===== src/rtl/turbo_ctrl_pkg.sv =====
// Shared definitions for the turbo encoder control FSM: state encoding,
// default tail length, standard block lengths and the per-state control word.
package turbo_ctrl_pkg;

   typedef enum logic [1:0] {
      ST_IDLE   = 2'd0,
      ST_ENCODE = 2'd1,
      ST_TAIL   = 2'd2
   } state_e;

   localparam int TAIL_LEN_DEF = 4;

   localparam int LEN_1000 = 1000;
   localparam int LEN_6000 = 6000;
   localparam int LEN_6144 = 6144;

   typedef struct packed {
      logic enable;
      logic trellis;
      logic clr;
      logic busy;
   } ctrl_t;

   // Control levels held for the whole time the FSM sits in a state.
   function automatic ctrl_t ctrl_of(input state_e s);
      ctrl_t c;
      c = '{enable: 1'b0, trellis: 1'b0, clr: 1'b1, busy: 1'b0};
      case (s)
         ST_ENCODE: c = '{enable: 1'b1, trellis: 1'b0, clr: 1'b0, busy: 1'b1};
         ST_TAIL:   c = '{enable: 1'b0, trellis: 1'b1, clr: 1'b1, busy: 1'b1};
         default:   c = '{enable: 1'b0, trellis: 1'b0, clr: 1'b1, busy: 1'b0};
      endcase
      return c;
   endfunction

endpackage


===== src/rtl/turbo_ctrl_cnt.sv =====
// Cycle counter for the control FSM: clear/increment, with terminal-count and
// one-before-terminal flags against either the block length or the tail length.
module turbo_ctrl_cnt
   import turbo_ctrl_pkg::*;
#(
   parameter int CNT_W    = 13,
   parameter int TAIL_LEN = TAIL_LEN_DEF
) (
   input  logic             clk,
   input  logic             reset_n,
   input  logic             clr_i,
   input  logic             inc_i,
   input  logic             sel_tail_i,
   input  logic [CNT_W-1:0] k_i,
   output logic             tc_o,
   output logic             pre_tc_o
);

   logic [CNT_W-1:0] cnt_q;
   logic [CNT_W-1:0] cnt_d;
   logic [CNT_W-1:0] limit;

   always_comb begin
      limit = sel_tail_i ? CNT_W'(TAIL_LEN) : k_i;
      cnt_d = cnt_q;
      if (clr_i) begin
         cnt_d = '0;
      end else if (inc_i) begin
         cnt_d = cnt_q + 1'b1;
      end
   end

   // NOTE: sequential state uses non-blocking assignment so every register sees pre-edge values.
   always_ff @(posedge clk) begin
      if (!reset_n) begin
         cnt_q <= '0;
      end else begin
         cnt_q <= cnt_d;
      end
   end

   assign tc_o     = (cnt_q == limit - CNT_W'(1));
   assign pre_tc_o = (limit > CNT_W'(1)) && (cnt_q == limit - CNT_W'(2));

endmodule


===== src/rtl/turbo_ctrl_fsm.sv =====
// Turbo encoder control FSM: IDLE -> ENCODE (K cycles) -> TAIL (TAIL_LEN cycles),
// with runtime block length, chaining, abort, done/busy, length error and block count.
module turbo_ctrl_fsm
   import turbo_ctrl_pkg::*;
#(
   parameter int CNT_W     = $clog2(LEN_6144 + 1),
   parameter int TAIL_LEN  = TAIL_LEN_DEF,
   parameter int CHAIN_EN  = 1,
   parameter int BLK_CNT_W = 16
) (
   input  logic                 clk,
   input  logic                 reset_n,
   input  logic                 data_valid,
   input  logic [CNT_W-1:0]     blk_len,
   input  logic                 abort,
   output logic                 enable,
   output logic                 trellis_enable,
   output logic                 switch,
   output logic                 clr,
   output logic [1:0]           current_state,
   output logic                 busy,
   output logic                 done,
   output logic                 len_err,
   output logic [BLK_CNT_W-1:0] blk_cnt
);

   state_e                 state_q;
   ctrl_t                  ctrl_q;
   logic                   done_q;
   logic                   len_err_q;
   logic [BLK_CNT_W-1:0]   blk_cnt_q;
   logic [CNT_W-1:0]       k_q;

   logic tc;
   logic pre_tc;
   logic cnt_clr;
   logic active;

   assign active  = (state_q == ST_ENCODE) || (state_q == ST_TAIL);
   assign cnt_clr = !active || abort || tc;

   turbo_ctrl_cnt #(
      .CNT_W    (CNT_W),
      .TAIL_LEN (TAIL_LEN)
   ) u_cnt (
      .clk        (clk),
      .reset_n    (reset_n),
      .clr_i      (cnt_clr),
      .inc_i      (active),
      .sel_tail_i (state_q == ST_TAIL),
      .k_i        (k_q),
      .tc_o       (tc),
      .pre_tc_o   (pre_tc)
   );

   // done and blk_cnt are set one edge early so they coincide with the last TAIL cycle.
   always_ff @(posedge clk) begin
      if (!reset_n) begin
         state_q   <= ST_IDLE;
         ctrl_q    <= ctrl_of(ST_IDLE);
         done_q    <= 1'b0;
         len_err_q <= 1'b0;
         blk_cnt_q <= '0;
         k_q       <= '0;
      end else begin
         done_q    <= 1'b0;
         len_err_q <= 1'b0;
         case (state_q)
            ST_IDLE: begin
               if (data_valid) begin
                  if (blk_len != '0) begin
                     k_q     <= blk_len;
                     state_q <= ST_ENCODE;
                     ctrl_q  <= ctrl_of(ST_ENCODE);
                  end else begin
                     len_err_q <= 1'b1;
                  end
               end
            end
            ST_ENCODE: begin
               if (abort) begin
                  state_q <= ST_IDLE;
                  ctrl_q  <= ctrl_of(ST_IDLE);
               end else if (tc) begin
                  state_q <= ST_TAIL;
                  ctrl_q  <= ctrl_of(ST_TAIL);
                  if (TAIL_LEN == 1) begin
                     done_q    <= 1'b1;
                     blk_cnt_q <= blk_cnt_q + 1'b1;
                  end
               end
            end
            ST_TAIL: begin
               if (abort) begin
                  // A block whose done has already shown stays counted; abort only cancels a chained start.
                  state_q <= ST_IDLE;
                  ctrl_q  <= ctrl_of(ST_IDLE);
               end else if (tc) begin
                  if ((CHAIN_EN != 0) && data_valid && (blk_len != '0)) begin
                     k_q     <= blk_len;
                     state_q <= ST_ENCODE;
                     ctrl_q  <= ctrl_of(ST_ENCODE);
                  end else begin
                     state_q   <= ST_IDLE;
                     ctrl_q    <= ctrl_of(ST_IDLE);
                     len_err_q <= (CHAIN_EN != 0) && data_valid;
                  end
               end else if (pre_tc) begin
                  done_q    <= 1'b1;
                  blk_cnt_q <= blk_cnt_q + 1'b1;
               end
            end
            default: begin
               state_q <= ST_IDLE;
               ctrl_q  <= ctrl_of(ST_IDLE);
            end
         endcase
      end
   end

   assign enable         = ctrl_q.enable;
   assign trellis_enable = ctrl_q.trellis;
   assign switch         = ctrl_q.trellis;
   assign clr            = ctrl_q.clr;
   assign busy           = ctrl_q.busy;
   assign current_state  = state_q;
   assign done           = done_q;
   assign len_err        = len_err_q;
   assign blk_cnt        = blk_cnt_q;

endmodule


===== config.mk =====
export PLATFORM = sky130hd
export DESIGN_NAME = turbo_ctrl_fsm
export DESIGN_NICKNAME = d
export VERILOG_FILES = /design/src/rtl/turbo_ctrl_pkg.sv /design/src/rtl/turbo_ctrl_cnt.sv /design/src/rtl/turbo_ctrl_fsm.sv
export SDC_FILE = /design/constraint.sdc
export NUM_CORES = 1
export LEC_CHECK = 0
export ABC_AREA = 0
export BUFFER_PORTS_ARGS = -buffer_cell sky130_fd_sc_hd__buf_2
export CORE_ASPECT_RATIO = 0.75
export CORE_MARGIN = 5
export CORE_UTILIZATION = 55
export CTS_BUF_LIST = sky130_fd_sc_hd__clkbuf_8
export DETAILED_ROUTE_END_ITERATION = 7
export PLACE_DENSITY = 0.79
export SLEW_MARGIN = 20
export SYNTH_ARGS = -nofsm -noshare
export SYNTH_HDL_FRONTEND = slang
export SYNTH_SLANG_ARGS = --single-unit

===== constraint.sdc =====
create_clock -name clk -period 3.5 [get_ports clk]
set_input_delay 0.525 -clock clk [delete_from_list [all_inputs] [get_ports clk]]
set_output_delay 0.525 -clock clk [all_outputs]
set_load 0.005 [all_outputs]

**Word level (Yosys, flattened, before mapping)**

Cells that the tools add are included.

- Bits in registers: 50
- Input bits: 17
- Output and inout bits: 25

- Add/subtract/negate cells: 4
- $lt $le $gt $ge: 1
- Equality and inequality tests: 11
- Multiplexer cells: 30
- Bitwise operators: 4
- Reduce and logical (&&, ||, !) cells: 14

Operators by type and width:

| cell | count |
|---|---|
| 13-bit two-way mux | 6 |
| 4-bit two-way mux | 7 |
| 13-bit == test | 2 |
| 13-bit case mux with 2 select lines | 1 |
| 16-bit by 1-bit adder with 16-bit output, second input constant | 1 |
| 13-bit by 1-bit adder with 13-bit output, second input constant | 1 |
| 13-bit by 1-bit > comparator with 1-bit output, second input constant | 1 |
| 13-bit nonzero test | 1 |
| 13-bit by 1-bit subtractor with 13-bit output, second input constant | 1 |
| 13-bit by 2-bit subtractor with 13-bit output, second input constant | 1 |
| 2-bit two-way mux | 6 |
| 4-bit case mux with 3 select lines | 1 |
| 2-bit inequality test, second input constant | 5 |
| 4-bit AND reduction | 2 |
| 1-bit two-way mux | 7 |
| 3-bit inequality test, second input constant | 2 |
| 2-bit case mux with 3 select lines | 1 |
| 6-bit AND reduction | 1 |
| 1-bit inverter | 4 |
| 4-bit OR reduction | 1 |
| 1-bit logical OR | 3 |
| 2-bit by 1-bit == test with 1-bit output, second input constant | 1 |
| 2-bit == test, second input constant | 1 |
| 1-bit logical AND | 2 |
| other kinds (5) | 5 |

**Depth between registers and ports, before layout**

Gate-level depths: netlist (run 1).

- Depth in word-level cells: 7
- Gate-level depth with buffers: 15

**By module**

A second synthesis (run 1) with hierarchy kept.

- Cell total of the unflattened synthesis: 406
- Area total of the unflattened synthesis: 3275.6 um2

Modules (own cells, without submodules):

| module | instances | cells an instance | area an instance (um2) |
|---|---|---|---|
| turbo_ctrl_fsm | 1 | 193 | 1664.1 |
| turbo_ctrl_cnt | 1 | 213 | 1611.5 |

**Worst setup path before layout (run 1)**

OpenSTA, ideal clock, no wires.

- Path kind: reg-to-reg
- Start: register state_q[0] (netlist: current_state[0])
- End: register blk_cnt_q[12] (netlist: blk_cnt[12])
- Data arrival time: 3.265 ns
- Required time: 3.428 ns
- Slack: 0.163 ns
- Stages on the path, launching flop included: 15
- Path buffers: 4
- Cells stage by stage: dfxtp_1 inv_1 ha_1 buf_2 buf_2 nor2_1 ha_1 clkbuf_1 inv_1 o31ai_1 a21o_1 nand4_1 buf_1 nor4_1 mux2i_1

- Word-level cells in the longest chain between the ends: 6

Ends and longest elaborated chain:

| what | RTL line | text |
|---|---|---|
| start: declaration | turbo_ctrl_fsm.sv:27 | `state_e state_q;` |
| start signal: assignment | turbo_ctrl_fsm.sv:59 | `state_q <= ST_IDLE;` |
| start signal: assignment | turbo_ctrl_fsm.sv:73 | `state_q <= ST_ENCODE;` |
| start signal: assignment | turbo_ctrl_fsm.sv:82 | `state_q <= ST_IDLE;` |
| 2-bit == test (*) | turbo_ctrl_fsm.sv:50, turbo_ctrl_fsm.sv:68 |  |
| 13-bit two-way mux | turbo_ctrl_cnt.sv:24 | `limit = sel_tail_i ? CNT_W'(TAIL_LEN) : k_i;` |
| 13-bit by 2-bit subtractor with 13-bit output or 13-bit by 1-bit subtractor with 13-bit output (tied branches) | turbo_ctrl_cnt.sv:43, turbo_ctrl_cnt.sv:42 |  |
| 13-bit == test (on tied branches) | turbo_ctrl_cnt.sv:43, turbo_ctrl_cnt.sv:42 |  |
| 1-bit logical AND or 1-bit inverter (tied branches) | -- |  |
| 4-bit AND reduction (no line) (*) | -- |  |
| end signal: assignment | turbo_ctrl_fsm.sv:89 | `blk_cnt_q <= blk_cnt_q + 1'b1;` |
| end signal: assignment | turbo_ctrl_fsm.sv:110 | `blk_cnt_q <= blk_cnt_q + 1'b1;` |
| end: declaration | turbo_ctrl_fsm.sv:31 | `logic [BLK_CNT_W-1:0] blk_cnt_q;` |

Mark *: on every way between the ends. The rest lies on a longest branch, timed or not.
A chain may end at the register's enable or synchronous reset.

**Final worst setup path (run 1)**

- Start: register state_q[0] (netlist: current_state[0])
- End: register blk_cnt_q[8] (netlist: blk_cnt[8])

Same word-level chain as after synthesis.

==> results of run 1 <==
==> cell families after synthesis <==
family	after synthesis	share of synthesized area (%)
adder cells (fa/ha/maj)	8	2.986
multiplexers	26	7.839
buffers and inverters	40	5.562
AO/OA/AOI/OAI	65	14.41
AND/OR/NAND/NOR	197	31.91
XOR/XNOR	33	8.622
flip-flops	48	28.67
==> worst register-to-register path: cells and delay by family, from the launching register on <==
kind / cells / cell delay (ns)
and+or+nand+nor: 6 / 1.63
AOI/OAI and AO/OA: 1 / 0.24
buffers and inverters: 2 / 0.17
muxes: 1 / 0.21
adders and majority gates: 2 / 0.52
DFF: 1 / 0.41
==> final timing paths <==
check	from	to	slack [ns]	depth (start not counted)
min reg2reg	busy	busy	0.48	2
min	data_valid	len_err	0.45	3
max reg2reg	current_state[0]	blk_cnt[8]	0.26	12
max	current_state[0]	blk_cnt[8]	0.26	12
==> per-layer routing <==
metal	vias to the layer above	share of wire (%)	global-route usage (%)
met5	-	0	0
met2	108	43	32.61
li1	1571	-	-
met3	11	7.4	4.211
met4	0	1.1	5.249
met1	1486	48	30.79
==> flip-flops by register name (all words and copies together), names as in the netlist <==
register,flops
blk_cnt,16
clr,1
current_state,1
busy,1
u_cnt.cnt_q,13
switch,1
len_err,1
done,1
k_q,13
==> area by class of cell <==
class                      count  area [µm²]
clock buffer                   6       82.58
clock inverter                 2       15.01
fill                         534        2146
inverter                      12       45.04
multi-input combinational    329        2221
sequential                    48       960.9
tap                           78       97.59
timing repair buffer          52       287.8
==> repair_timing <==
| item | in CTS | in global routing |
|---|---|---|
| setup buffers | 0 | 2 |
| gates resized for setup | 0 | 3 |
| endpoints found under the setup margin | 0 | 28 |
==> placed cells by master (no fill, tap or decap), types with 3 or more instances in the layout <==
master | synthesis | layout
a21oi_1 | 11 | 11
buf_2 | 5 | 41
buf_4 | 4 | 11
clkbuf_8 | 0 | 6
dfxtp_1 | 48 | 48
ha_1 | 8 | 7
inv_1 | 11 | 11
mux2i_1 | 24 | 24
nand2_1 | 64 | 64
nand2b_1 | 15 | 15
nand3_1 | 16 | 16
nand4_1 | 15 | 15
nor2_1 | 25 | 25
nor2b_1 | 7 | 7
nor3_1 | 19 | 19
nor3b_1 | 3 | 3
nor4_1 | 8 | 7
nor4_2 | 2 | 3
nor4b_1 | 4 | 4
o21a_1 | 3 | 3
o21ai_0 | 9 | 9
o311ai_0 | 4 | 4
o311ai_1 | 3 | 3
o31a_1 | 3 | 3
o31ai_1 | 5 | 5
o41ai_1 | 8 | 8
xnor2_1 | 16 | 16
xor2_1 | 17 | 16
==> power by group through the flow <==
stage	registers [mW]	logic (mW)	clock network, mW
2_1_floorplan	0.599	0.350	0
3_3_place_gp	0.620	0.435	0
3_5_place_dp	0.620	0.442	0
4_1_cts	0.608	0.445	0.374
5_1_grt	0.613	0.497	0.394
6_report	0.610	0.453	0.368
==> run_results.csv, run 1 <==
group,metric,value,unit
route,ant_nets,0,
placed_design,globalplace.congestion,0.9505,
setup_path,slowest_stage,"or4_1",
setup_path,crit_type,"register to register",
synthesis,synth_area_leaders,"dfxtp_1, mux2i_1, nand2_1, xor2_1, xnor2_1",
clocking,path_clk_slew,0.10,ns
cells_and_area,post-route-util,63.35,%
timing,tightest_slew,0.5840,ns
placed_design,place_inst,517,
pwr,p_sw,0.5140,mW
synthesis,seq_area_frac_synth,28.67,%
pwr,power,1.431,mW
setup_path,critical_path.endpoint_type,"register",
placed_design,post-dp-hpwl,6347,µm
setup_path,critPathMaxStageDelay,0.45,ns
timing,clock_skew,0.006530,ns
synthesis,synth_edf_count,0,
floorplan,dieArea,7772,µm²
cells_and_area,diodes,0,
floorplan,die_y,77.61,µm
route,routedWlPerCell,16.05,µm
cells_and_area,final_area,3710,µm²
synthesis,ys_warn_count,0,
setup_path,crit_required,3.75,ns
clocking,cts_max_level,2,
global_routing,overflow,0,
timing,finalWorstSetupSlack,0.2576,ns
route,drc,0,
timing,finalHoldViolCount,0,
global_routing,grt_max_degree,61,
timing,setup-tns-final,0,ns
pwr,internal_power,0.9171,mW
cells_and_area,area.growth.synth_to_final,10.68,%
synthesis,synth_cells,417,
synthesis,synth_top_cell_by_area,"dfxtp_1",
timing,slew_violations,0,
timing,holdWs,0.4519,ns
synthesis,synthArstFlopShare,0,%
floorplan,rows,24,
pwr,p_seq_share,42.6,%
timing,min_period,3.242,ns
floorplan,start_util,57.24,%
route,drtPass1Iterations,5,
global_routing,grtUsageTotal,21.32,%
pwr,ir_worst_vdd,0.0001829,V
setup_path,critPathTopFamily,"simple AND/OR/NAND/NOR gates",
synthesis,ys_seq_elements,48,
clocking,cts_sinks,48,
clocking,cts_buffers,5,
clocking,cts_root_buf,"clkbuf_8",
pwr,powerDensity,385.8,nW/µm²
cells_and_area,nets,473,
synthesis,synth-main-ff-cell,"dfxtp_1",
synthesis,synthTopCellsByCount,"nand2_1, dfxtp_1, nor2_1",
floorplan,io_pins,42,
timing,relSlewSlack,60.56,%
pwr,swShare,35.92,%
synthesis,synth_area,3352,µm²
timing,grt_setup_unrepaired,"no",
worst_hold_path,hold_path.class,"input pin to register",
synthesis,ys_types,59,
route,num_vias,3176,
timing,fmax,308.4,MHz
cells_and_area,fin_cells,527,
global_routing,grt_pass1_vias,2902,
timing,fin_crit_sh,92.64,%
floorplan,die_w,100.1,µm
clocking,clk_latency,0.32,ns
placed_design,pre_cts_ws,0.1432,ns
pwr,leakage,1.501,nW
placed_design,place_area,3581,µm²
floorplan,core,5856,µm²
synthesis,synth_top_area_share,28.67,%
synthesis,synth_nets,442,
run,max_cap_violations,0,
setup_path,start_kind,"register",
synthesis,avgSynthCellArea,8.038,µm²
global_routing,grt_first_pass_wirelength,13710,µm
setup_path,cp_num_buf_inv,2,
cells_and_area,layout-drive-gt1-share,16.48,%
clocking,cts_max_path_buffers,2,
route,drt-total-wl,8460,µm
timing,setup_viol,0,
clocking,cts_hold_buf,0,
pwr,p_comb_share,31.7,%
global_routing,antenna_found_initial,0,
placed_design,port_buffers,41,
outcome,outcome,"completed",
setup_path,arrival,3.50,ns
route,drtIter0Drc,263,
clocking,tritoncts,"done",
synthesis,yosysMostFrequentCell,"nand2_1",
pwr,clockPowerShare,25.7,%
route,vias_per_cell,6.027,
setup_path,cp_max_fo,14,
setup_path,path_cells,"inv_1 > ha_1 > clkinv_1 > nand2_1 > ha_2 > and3b_1 > a41o_1 > or4_1 > and2_1 > nand4b_4 > nor4_2 > mux2i_1",
Power figures use the tool's default switching activity.
==> run 2: changes to the inputs <==
Settings changed: RECOVER_POWER set to 25.
==> run 2 against run 1 <==
Sequential power is essentially flat. Final area shrank 0.34%. Worst setup slack gained 0.0072 ns. Register-to-register slack is essentially flat. First-iteration DRC count grew 4.9%. Global-route usage is the same. Combinational power is essentially flat. Clock power is essentially flat. Sequential share of layout area grew 0.088 points. Critical path type unchanged. Critical endpoint unchanged.
==> run_results.csv, run 2 (synthesis gave the netlist of run 1 again) <==
group,metric,value,unit
pwr,internal_power,0.9165,mW
pwr,ir_worst_vdd,0.0001818,V
placed_design,globalplace.congestion,0.9505,
timing,tightest_slew,0.6004,ns
route,ant_nets,0,
timing,slew_violations,0,
timing,relSlewSlack,59.45,%
route,vias_per_cell,6.063,
placed_design,post-dp-hpwl,6347,µm
clocking,clk_latency,0.31,ns
timing,grt_setup_unrepaired,"no",
timing,fin_crit_sh,92.43,%
timing,finalWorstSetupSlack,0.2648,ns
global_routing,grt_pass1_vias,2902,
setup_path,critical_path.endpoint_type,"register",
timing,clock_skew,0.006606,ns
route,num_vias,3195,
global_routing,antenna_found_initial,0,
pwr,powerDensity,386.1,nW/µm²
setup_path,crit_type,"register to register",
pwr,clockPowerShare,25.6,%
route,drtIter0Drc,276,
setup_path,reg2reg_depth,12,
timing,setup_viol,0,
cells_and_area,mostFrequentLayoutCells,"nand2_1, dfxtp_1, buf_2",
pwr,p_sw,0.5111,mW
placed_design,pre_cts_ws,0.1432,ns
route,drc,0,
pwr,swShare,35.80,%
clocking,cts_max_path_buffers,2,
cells_and_area,final_area,3697,µm²
worst_hold_path,hold-path-cell-count,3,
floorplan,dieArea,7772,µm²
timing,setup-tns-final,0,ns
clocking,cts_buffers,5,
setup_path,start_kind,"register",
cells_and_area,n_fill_cell,537,
cells_and_area,diodes,0,
floorplan,rows,24,
setup_path,crit_required,3.75,ns
clocking,cts_root_buf,"clkbuf_8",
clocking,tritoncts,"done",
timing,min_period,3.235,ns
cells_and_area,area.growth.synth_to_final,10.30,%
timing,fmax,309.1,MHz
cells_and_area,layout_commonest_cell,"nand2_1",
global_routing,grt_first_pass_wirelength,13710,µm
setup_path,cp_max_fo,14,
route,routedWlPerCell,16.04,µm
pwr,p_comb_share,31.7,%
floorplan,start_util,57.24,%
placed_design,place_area,3581,µm²
floorplan,die_w,100.1,µm
outcome,outcome,"completed",
floorplan,io_pins,42,
route,drt-total-wl,8453,µm
worst_hold_path,hold_path.class,"input pin to register",
cells_and_area,nets,473,
timing,holdWs,0.4526,ns
global_routing,grtUsageTotal,21.32,%
cells_and_area,layout-drive-gt1-share,14.25,%
clocking,cts_max_level,2,
floorplan,die_y,77.61,µm
clocking,path_clk_slew,0.10,ns
floorplan,core,5856,µm²
run,max_cap_violations,0,
pwr,power,1.428,mW
route,drtPass1Iterations,5,
cells_and_area,largest_reg_flops,16,
timing,finalHoldViolCount,0,
placed_design,port_buffers,41,
clocking,cts_sinks,48,
setup_path,arrival,3.49,ns
global_routing,overflow,0,
pwr,leakage,1.460,nW
global_routing,grt_max_degree,61,
pwr,p_seq_share,42.7,%
==> run 2: changes by cell type in the layout (fill, tap and decap cells not counted) <==
cell	change
buf_1	+1
buf_2	-10
clkbuf_1	+9
==> run 2: area by class of cell <==
type	count	area, µm²	share of cell area (%)
Timing Repair Buffer	52	275.3	7.445
Tap cell	78	97.59	2.640
Sequential cell	48	960.9	25.99
Clock buffer	6	82.58	2.234
Multi-Input combinational cell	329	2221	60.07
Inverter	12	45.04	1.218
Clock inverter	2	15.01	0.4061
==> run 2: path summary, 6_finish.rpt <==
| kind | start | to | slack, ns |
|---|---|---|---|
| worst max-delay path | current_state[0] | blk_cnt[8] | 0.26 |
| worst min-delay path | data_valid | len_err | 0.45 |
| worst max register to register | current_state[0] | blk_cnt[8] | 0.26 |
| worst min register to register | busy | busy | 0.48 |
==> run 2: metrics by stage <==
| stage | cells | util, % |
|---|---|---|
| 6_report | 527 | 63.14 |
| 5_1_grt | 527 | 63.14 |
| 4_1_cts | 525 | 62.82 |
| 3_5_place_dp | 517 | 61.15 |
| 3_3_place_gp | 517 | 61.15 |
| 2_1_floorplan | 417 | - |
==> run 2: critical path, cell delays in order (launching register included) <==
cell and delay (ns):
dfxtp_1 0.41, inv_1 0.09, ha_1 0.24, clkinv_1 0.08
nand2_1 0.08, ha_2 0.28, and3b_1 0.20, a41o_1 0.24
or4_1 0.45, and2_1 0.22, nand4b_4 0.30, nor4_2 0.37
mux2i_1 0.21
==> run 2: metal layers <==
| layer | global-route usage (%) | wire (µm) |
|---|---|---|
| met1 | 30.79 | 4091 |
| met5 | 0 | 0 |
| met4 | 5.249 | 87 |
| met2 | 32.61 | 3648 |
| met3 | 4.211 | 627 |
==> run 2: repair_timing <==
item,4_1_cts,5_1_grt
hold endpoints to repair,0,0
hold buffers,0,0
endpoints found under the setup margin,0,28
gates resized for setup,0,3
setup buffers,0,2
==> run 2: power by group through the flow <==
stage	sequential [mW]	combinational [mW]	clock, mW
3_3_place_gp	0.620	0.435	0
2_1_floorplan	0.599	0.350	0
4_1_cts	0.608	0.445	0.374
6_report	0.609	0.452	0.366
3_5_place_dp	0.620	0.442	0
5_1_grt	0.613	0.496	0.394
